--- config.mk ---
export PLATFORM = sky130hd
export DESIGN_NAME = cmos_capture_gen
export DESIGN_NICKNAME = d
export VERILOG_FILES = /design/src/rtl/cmos_pkg.sv /design/src/rtl/sync_2ff.sv /design/src/rtl/cmos_capture_gen.sv
export SDC_FILE = /design/constraint.sdc
export NUM_CORES = 1
export LEC_CHECK = 0
export BUFFER_PORTS_ARGS = -buffer_cell sky130_fd_sc_hd__buf_2
export CAP_MARGIN = 20
export CORE_ASPECT_RATIO = 1.1
export CORE_UTILIZATION = 50
export DETAILED_ROUTE_END_ITERATION = 7
export HOLD_SLACK_MARGIN = 0.05
export PLACE_DENSITY = 0.75
export SYNTH_ARGS = -nofsm -noshare
export SYNTH_HDL_FRONTEND = slang
export SYNTH_SLANG_ARGS = --single-unit
--- constraint.sdc ---
create_clock -name clk -period 1.8 [get_ports clk]
set_input_delay 0.54 -clock clk [delete_from_list [all_inputs] [get_ports clk]]
set_output_delay 0.54 -clock clk [all_outputs]
set_load 0.05 [all_outputs]
--- src/rtl/cmos_pkg.sv ---
// Shared definitions for the CMOS capture front end: FSM states, default
// frame geometry and a counter-width helper.
package cmos_pkg;

  typedef enum logic [1:0] {
    IDLE    = 2'd0,
    WAIT_VS = 2'd1,
    SKIP    = 2'd2,
    ACTIVE  = 2'd3
  } state_t;

  localparam int DEF_COL = 1280;
  localparam int DEF_ROW = 720;

  // Counter width for a 0..n-1 counter, never narrower than one bit.
  function automatic int cnt_w(input int n);
    return (n > 1) ? $clog2(n) : 1;
  endfunction

endpackage

--- src/rtl/sync_2ff.sv ---
// Two-flop synchroniser for a single slow-changing asynchronous level.
module sync_2ff #(
  parameter logic RST_VAL = 1'b0
) (
  input  logic clk,
  input  logic rst,
  input  logic d,
  output logic q
);

  logic meta;

  always_ff @(posedge clk) begin
    if (rst) begin
      meta <= RST_VAL;
      q    <= RST_VAL;
    end else begin
      // NOTE: non-blocking so both flops sample the pre-edge values.
      meta <= d;
      q    <= meta;
    end
  end

endmodule

--- src/rtl/cmos_capture_gen.sv ---
// CMOS sensor capture: assembles bus beats into pixels, frames them with
// sop/eol/eop, decimates frames and flags short lines and truncated frames.
module cmos_capture_gen
  import cmos_pkg::*;
#(
  parameter int   DATA_W    = 8,
  parameter int   COL       = DEF_COL,
  parameter int   ROW       = DEF_ROW,
  parameter int   BPP       = 2,
  parameter bit   MSB_FIRST = 1'b1,
  parameter logic VS_POL    = 1'b1,
  parameter int   DECIM_W   = 4
) (
  input  logic                    clk,
  input  logic                    rst,
  input  logic                    en_capture,
  input  logic [DATA_W-1:0]       cmos_din,
  input  logic                    href,
  input  logic                    vsync,
  input  logic [DECIM_W-1:0]      decim,
  output logic [BPP*DATA_W-1:0]   dout,
  output logic                    dout_vld,
  output logic                    dout_sop,
  output logic                    dout_eol,
  output logic                    dout_eop,
  output logic [15:0]             frame_cnt,
  output logic                    err_line,
  output logic                    err_frame,
  output logic                    busy
);

  localparam int PIX_W  = BPP * DATA_W;
  localparam int BEAT_W = cnt_w(BPP);
  localparam int COL_W  = cnt_w(COL);
  localparam int ROW_W  = cnt_w(ROW);
  localparam logic [BEAT_W-1:0] BEAT_LAST = BEAT_W'(BPP - 1);
  localparam logic [COL_W-1:0]  COL_LAST  = COL_W'(COL - 1);
  localparam logic [ROW_W-1:0]  ROW_LAST  = ROW_W'(ROW - 1);

  state_t              state, state_nxt, start_state;
  logic                en_sync;
  logic                vs_q;
  logic [DECIM_W-1:0]  skip;
  logic [BEAT_W-1:0]   beat;
  logic [COL_W-1:0]    col;
  logic [ROW_W-1:0]    row;
  logic                line_done;
  logic [PIX_W-1:0]    shreg, pix_nxt, din_ext;

  logic frame_start, capture_beat, pix_done, line_end, frame_end;
  logic short_line, frame_over;

  sync_2ff #(.RST_VAL(1'b0)) u_en_sync (
    .clk (clk),
    .rst (rst),
    .d   (en_capture),
    .q   (en_sync)
  );

  assign frame_start  = (vsync == VS_POL) && (vs_q != VS_POL);
  // line_done blocks beats arriving after a full line until href drops.
  assign capture_beat = (state == ACTIVE) && href && !line_done;
  assign pix_done     = capture_beat && (beat == BEAT_LAST);
  assign line_end     = pix_done && (col == COL_LAST);
  assign frame_end    = line_end && (row == ROW_LAST);
  assign short_line   = (state == ACTIVE) && !href && !line_done &&
                        ((beat != '0) || (col != '0));
  assign frame_over   = frame_end || (short_line && (row == ROW_LAST));
  assign busy         = (state == ACTIVE);

  assign din_ext = PIX_W'(cmos_din);
  assign pix_nxt = MSB_FIRST ? ((shreg << DATA_W) | din_ext)
                             : ((shreg >> DATA_W) | (din_ext << (PIX_W - DATA_W)));

  always_ff @(posedge clk) begin
    if (rst) state <= IDLE;
    else     state <= state_nxt;
  end

  always_comb begin
    // NOTE: defaults first so no path leaves a variable unassigned (no latch).
    state_nxt   = state;
    start_state = !en_sync ? IDLE : ((skip == '0) ? ACTIVE : SKIP);
    case (state)
      IDLE:          if (en_sync) state_nxt = WAIT_VS;
      WAIT_VS, SKIP: if (frame_start) state_nxt = start_state;
      ACTIVE: begin
        if (frame_start)     state_nxt = start_state;
        else if (frame_over) state_nxt = WAIT_VS;
      end
      default:       state_nxt = IDLE;
    endcase
  end

  always_ff @(posedge clk) begin
    if (rst) begin
      vs_q      <= ~VS_POL;
      skip      <= '0;
      beat      <= '0;
      col       <= '0;
      row       <= '0;
      line_done <= 1'b0;
      shreg     <= '0;
      dout      <= '0;
      dout_vld  <= 1'b0;
      dout_sop  <= 1'b0;
      dout_eol  <= 1'b0;
      dout_eop  <= 1'b0;
      frame_cnt <= '0;
      err_line  <= 1'b0;
      err_frame <= 1'b0;
    end else begin
      vs_q      <= vsync;
      dout_vld  <= 1'b0;
      dout_sop  <= 1'b0;
      dout_eol  <= 1'b0;
      dout_eop  <= 1'b0;
      err_line  <= 1'b0;
      err_frame <= 1'b0;

      if (frame_start) skip <= (skip == decim) ? '0 : skip + 1'b1;

      if (capture_beat) begin
        shreg <= pix_nxt;
        beat  <= pix_done ? '0 : beat + 1'b1;
        if (pix_done) begin
          dout     <= pix_nxt;
          dout_vld <= 1'b1;
          dout_sop <= (col == '0) && (row == '0);
          if (line_end) begin
            dout_eol  <= 1'b1;
            col       <= '0;
            row       <= row + 1'b1;
            line_done <= 1'b1;
            if (frame_end) begin
              dout_eop  <= 1'b1;
              frame_cnt <= frame_cnt + 16'd1;
            end
          end else begin
            col <= col + 1'b1;
          end
        end
      end

      if (!href) line_done <= 1'b0;

      // Short line: drop partial beats and move on to the next row without eol.
      if (short_line) begin
        err_line <= 1'b1;
        beat     <= '0;
        col      <= '0;
        row      <= row + 1'b1;
      end

      if (frame_start && (state == ACTIVE) && !frame_over) err_frame <= 1'b1;

      // Position counters restart at every frame start and whenever not capturing.
      if (frame_start || (state_nxt != ACTIVE)) begin
        beat      <= '0;
        col       <= '0;
        row       <= '0;
        line_done <= 1'b0;
      end
    end
  end

endmodule
---- Word-level counts from Yosys, hierarchy flattened ----
Cells that the tools add are included.
word-level totals
  register bits ........................... 78
  input port bits ......................... 17
  logic and storage cells ................. 93
operators by class
  add/sub/neg operators ................... 5
  equal/unequal tests ..................... 7
  mux-type cells .......................... 19
  bitwise logic cells ..................... 6
  reductions and logical operators ........ 38
operators with widths
  cell                     number
  $mux W10                 4
  $add A16 B1 Y16 const B  1
  $or A16 B8 Y16           1
  $logic_and A1 B1 Y1      13
  $add A11 B1 Y11 const B  1
  $eq A11 B11 Y1 const B   1
  $logic_not A11 Y1        1
  $mux W11                 1
  $reduce_bool A11 Y1      1
  $add A10 B1 Y10 const B  1
  $eq A10 B10 Y1 const B   1
  $logic_not A10 Y1        1
  $mux W2                  5
  $reduce_or A3 Y1         3
  $mux W1                  7
  $pmux W2 S3              1
  $reduce_and A3 Y1        2
  $reduce_bool A2 Y1       3
  $reduce_or A2 Y1         3
  $not A1 Y1               5
  $add A4 B1 Y4 const B    1
  $eq A2 B2 Y1 const B     2
  $eq A4 B4 Y1             1
  $logic_not A4 Y1         1
  10 further kinds         14

---- Logic depth before layout (Yosys ltp) ----
  depth in word-level cells ............... 13
  depth in mapped cells ................... 10

---- Hierarchy ----
From an unflattened synthesis, not the netlist that was laid out.
unflattened totals
  cell total of the unflattened synthesis .. 384
  area total of the unflattened synthesis .. 3,410.8 um^2
modules (own cells, without submodules)
  module            times used  cells each  area an instance (um^2)  seq. area each (um^2)
  cmos_capture_gen  1           380         3,358.2                  1,521.5
  sync_2ff          1           4           52.6                     40.0

---- Worst setup path after synthesis ----
No wires, ideal clock.
  path kind ............................... reg-to-reg
  start point ............................. register state[1]
  end point ............................... register frame_cnt[4]
  library setup time ...................... 0.128 ns
  arrival time ............................ 2.186 ns
  data required time ...................... 1.672 ns
  setup slack ............................. -0.514 ns
  cell stages (with the launch flop) ...... 9
  path buffers ............................ 1
  period minus slack after synthesis ...... 2.314 ns
  path through ............................ dfxtp_1 > ha_1 > nand4b_1 > nor3_4 > and3_1 > clkbuf_1 > nand4_1 > xor2_1 > nor2_1
on the way
  word-level cells in the longest chain between the ends .. 7
ends and longest elaborated chain
  item                                    line                     RTL
  from (decl)                             cmos_capture_gen.sv:40   state_t state, state_nxt, start_state;
  from (signal assigned)                  cmos_capture_gen.sv:77   else state <= state_nxt;
  $eq A2 B2 Y1 (*)                        --
  via busy                                cmos_capture_gen.sv:29   output logic busy
  $logic_and A1 B1 Y1 (*) (2 in a row)    cmos_capture_gen.sv:62   assign capture_beat = (state == ACTIVE) && href && !line_done;
  $logic_and A1 B1 Y1                     cmos_capture_gen.sv:63   assign pix_done = capture_beat && (beat == BEAT_LAST);
  $logic_and A1 B1 Y1                     cmos_capture_gen.sv:64   assign line_end = pix_done && (col == COL_LAST);
  $logic_and A1 B1 Y1                     cmos_capture_gen.sv:65   assign frame_end = line_end && (row == ROW_LAST);
  $reduce_and A4 Y1 (no source line) (*)  --
  to (signal assigned)                    cmos_capture_gen.sv:137  frame_cnt <= frame_cnt + 16'd1;
  to (decl)                               cmos_capture_gen.sv:26   output logic [15:0] frame_cnt,
The timed path passes the listed nets; every way through them passes the cells marked *.
A chain may end at the register's enable or synchronous reset.

---- Worst setup path in the final report ----
  start point ............................. register col[1]
  end point ............................... register col[4]
on the way
  word-level cells in the longest chain between the ends .. 11
  elaborated cells on any way between the ends .. 16
  classes of those cells .................. add/sub: 1; eq/ne: 2; mux: 4; reduce/logical: 9
ends and longest elaborated chain
  item                               line                     RTL
  from (decl)                        cmos_capture_gen.sv:45   logic [COL_W-1:0] col;
  from (signal assigned)             cmos_capture_gen.sv:140  col <= col + 1'b1;
  $reduce_bool A11 Y1                cmos_capture_gen.sv:67   ((beat != '0) || (col != '0));
  $logic_or A1 B1 Y1                 cmos_capture_gen.sv:67
  $logic_and A1 B1 Y1                cmos_capture_gen.sv:66   assign short_line = (state == ACTIVE) && !href && !line_done &&
  $logic_and A1 B1 Y1                cmos_capture_gen.sv:68   assign frame_over = frame_end || (short_line && (row == ROW_LAST));
  $logic_or A1 B1 Y1                 cmos_capture_gen.sv:68
  $mux W2                            cmos_capture_gen.sv:89   else if (frame_over) state_nxt = WAIT_VS;
  $mux W2                            cmos_capture_gen.sv:88   if (frame_start) state_nxt = start_state;
  $pmux W2 S3                        cmos_capture_gen.sv:84   case (state)
  $ne A2 B2 Y1                       cmos_capture_gen.sv:158  if (frame_start || (state_nxt != ACTIVE)) begin
  $logic_or A1 B1 Y1                 cmos_capture_gen.sv:158
  $reduce_or A3 Y1 (no source line)  --
Several ways; a longest one is shown, not always the timed one.

==> results.toml <==
[clock_network]
numCtsBuffers = 9
cts_tree = "yes"
path_clk_slew_ns = 0.08
root_buffer = "clkbuf_8"
cts_max_level = 3
clockBufferDepth = 2
insertion_delay_ns = 0.36
clock_sinks = 78

[yosys]
syn_avg_cell_area_um2 = 8.88
async_flop_share = 0
synth_seq_cells = 78
syn_nets = 410
seq_area_frac_synth = 0.458
synth_area_um2 = 3410
ys.flop_type = "dfxtp_1"
yosysTopAreaCell = "dfxtp_1"
syn_inst = 384
synthTopCellsByArea = "dfxtp_1, xor2_1, nor2_1, nand2_1, a21oi_1"
synth_edf_count = 0
synth_cell_type_count = 45
synth_top_area_frac = 0.458
ys_warn_count = 0

[cells_and_area]
nNetsFinal = 529
area_delta_synth_final_pct = 42.9
final_cells = 590
fin_area_um2 = 4870
fin_util = 0.739
drive_above_1_share = 0.417
antennaDiodeCount = 0

[global_routing]
grt_pass1_wl_mm = 13.8
grt_util_all_layers = 0.254
antenna_found_initial = 0
grt_pass1_vias = 3003
grt_max_degree = 30
overflow = 0

[timing]
finClkSkew_ns = 0.0149
hold_viol = 0
whs_ns = 0.407
rsz0062_at_grt = "true"
slew_headroom = 0.730
fin_crit_ns = 1.96
worst-slew-pin-transition_ns = 0.404
fmax_ghz = 0.511
setup_violations = 29
drv_slew = 0
setup-tns-final_ns = -2.62
fin_ws_ns = -0.156
timing.final.crit_share = 1.09

[critical_path]
r2r_cells = 8
critPathCapture = "col[4]"
path_max_fanout = 8
path_buf_inv = 1
crit_cells = 8
cp-start-kind = "flip-flop"
cp_cell_sequence = "inv_2 > ha_4 > nor4b_4 > nand3_2 > o21a_4 > o211ai_4 > nand4_4 > nor4_2"
rrSetupSlack_ns = -0.16
crit_family = "simple AND/OR/NAND/NOR gates"
critical_path.startpoint = "col[1]"
cpPeakStageDelay_ns = 0.33
cp_slowest_cell = "dfxtp_2"
critPathKind = "flip-flop to flip-flop"
required_ns = 2.06
r2r_start = "col[1]"
r2r-end = "col[4]"
arrival_ns = 2.21
end_kind = "flip-flop"

[power]
finalPower_mw = 3.38
powerDensity_nw_per_um2 = 693
p_leak_nw = 2.04
ir_worst_vdd_v = 0.000580

[drt]
wl_per_cell_um = 15.8
drtIter0Drc = 148
vias_per_cell = 5.51
routed_wl_mm = 9.30
vias = 3248
drc_errors = 0
drtPass1Iterations = 4
final_antenna_net_count = 0

[die]
fp-row-count = 31
dieWidth_um = 80.8
start_util = 0.517
die_area_um2 = 7160
io_pins = 56
fp.coreArea_um2 = 6590
die_y_um = 88.6

[placed_design]
numPortBuffers = 55
dpl.cell_count = 555
place_ws_ns = -0.279
dp.final_hpwl_mm = 5.35
placed_cell_area_um2 = 4150
routabilityCongestion = 0.826

[hold_path]
hold_path.startpoint = "en_capture"
hold_depth = 2
hold_path.class = "input pin to flip-flop"

[status]
status = "finished, violations left"
violations = "setup timing"

[flow_run]
max-cap-violations = 0
==> report_power, final <==
part	internal [mW]	switching, mW
logic	0.0541	0.0692
registers	1.73	0.00504
clock network	0.826	0.697
total	2.61	0.772
==> area by class of cell <==
| class | instances | area (um^2) |
|---|---|---|
| inverter | 14 | 52.6 |
| tap | 82 | 103 |
| multi-input combinational | 276 | 2070 |
| clock buffer | 10 | 138 |
| timing repair buffer | 124 | 840 |
| clock inverter | 6 | 92.6 |
| fill | 462 | 1720 |
| sequential | 78 | 1580 |
==> logic make-up after synthesis <==
family / share of synthesized area
XOR/XNOR: 0.0924
AND/OR/NAND/NOR: 0.260
buffers and inverters: 0.0392
AO/OA/AOI/OAI: 0.0906
multiplexers: 0.0264
flip-flops: 0.458
adder cells (fa/ha/maj): 0.0330
==> worst reg2reg max path, delay by kind of cell, from the launching register on <==
| family | cells | cell delay [ns] |
|---|---|---|
| simple gates | 4 | 0.84 |
| compound gates | 2 | 0.50 |
| flops | 1 | 0.33 |
| fa+ha+maj | 1 | 0.13 |
| buf+inv | 1 | 0.06 |
==> routing by layer <==
| layer | GRT usage | share of wire |
|---|---|---|
| met4 | 0.156 | 0.027 |
| met2 | 0.431 | 0.50 |
| met5 | 0 | 0 |
| met1 | 0.301 | 0.42 |
| met3 | 0.0423 | 0.050 |
==> cells in the mapped netlist, drive strengths merged (8+ instances only) <==
master  instances
nand4          13
nand3           8
ha              9
xor2           23
a21oi          26
clkbuf         14
xnor2          13
mux2i           9
nor2           50
nor3           12
o21ai          11
dfxtp          78
nand2          44
inv            14
==> how the worst min path moves through the flow <==
stage / slack (ns) / end
after floorplan: 0.41 / u_en_sync.q
after global placement: 0.42 / u_en_sync.q
after detailed placement: 0.43 / u_en_sync.q
after CTS: 0.40 / u_en_sync.meta
after global routing: 0.42 / u_en_sync.meta
final: 0.41 / u_en_sync.meta
==> registers in the layout, indices dropped and copies added (netlist names), 2 cells and up <==
| name | count |
|---|---|
| state | 2 |
| col | 11 |
| skip | 4 |
| dout | 16 |
| frame_cnt | 16 |
| shreg | 8 |
| row | 10 |
==> cells in the final DEF, fill, tap and decap left out, drive strengths merged, types with 3 or more instances in the layout <==
master,Yosys,routed
o2111ai,3,3
nor2b,5,5
xor2,23,23
xnor2,13,13
nand3,8,8
nor2,50,50
o21ai,11,11
nand2,44,44
nand4,13,14
mux2i,9,9
nor3b,3,3
and3,4,4
a21oi,26,26
clkbuf,14,10
o211ai,3,3
ha,9,9
nor3,12,12
nor4,6,6
or3,7,7
and4,4,4
and2,6,6
dfxtp,78,78
inv,14,15
buf,3,124
==> what timing repair did <==
action                     in CTS  in global routing
setup endpoints to repair      35                 42
hold buffers                    0                  0
setup buffers                  11                  6
cloned                          2                  0
pin swaps                      21                 24
resized for setup              37                 49
(Power assumes the default switching activity.)
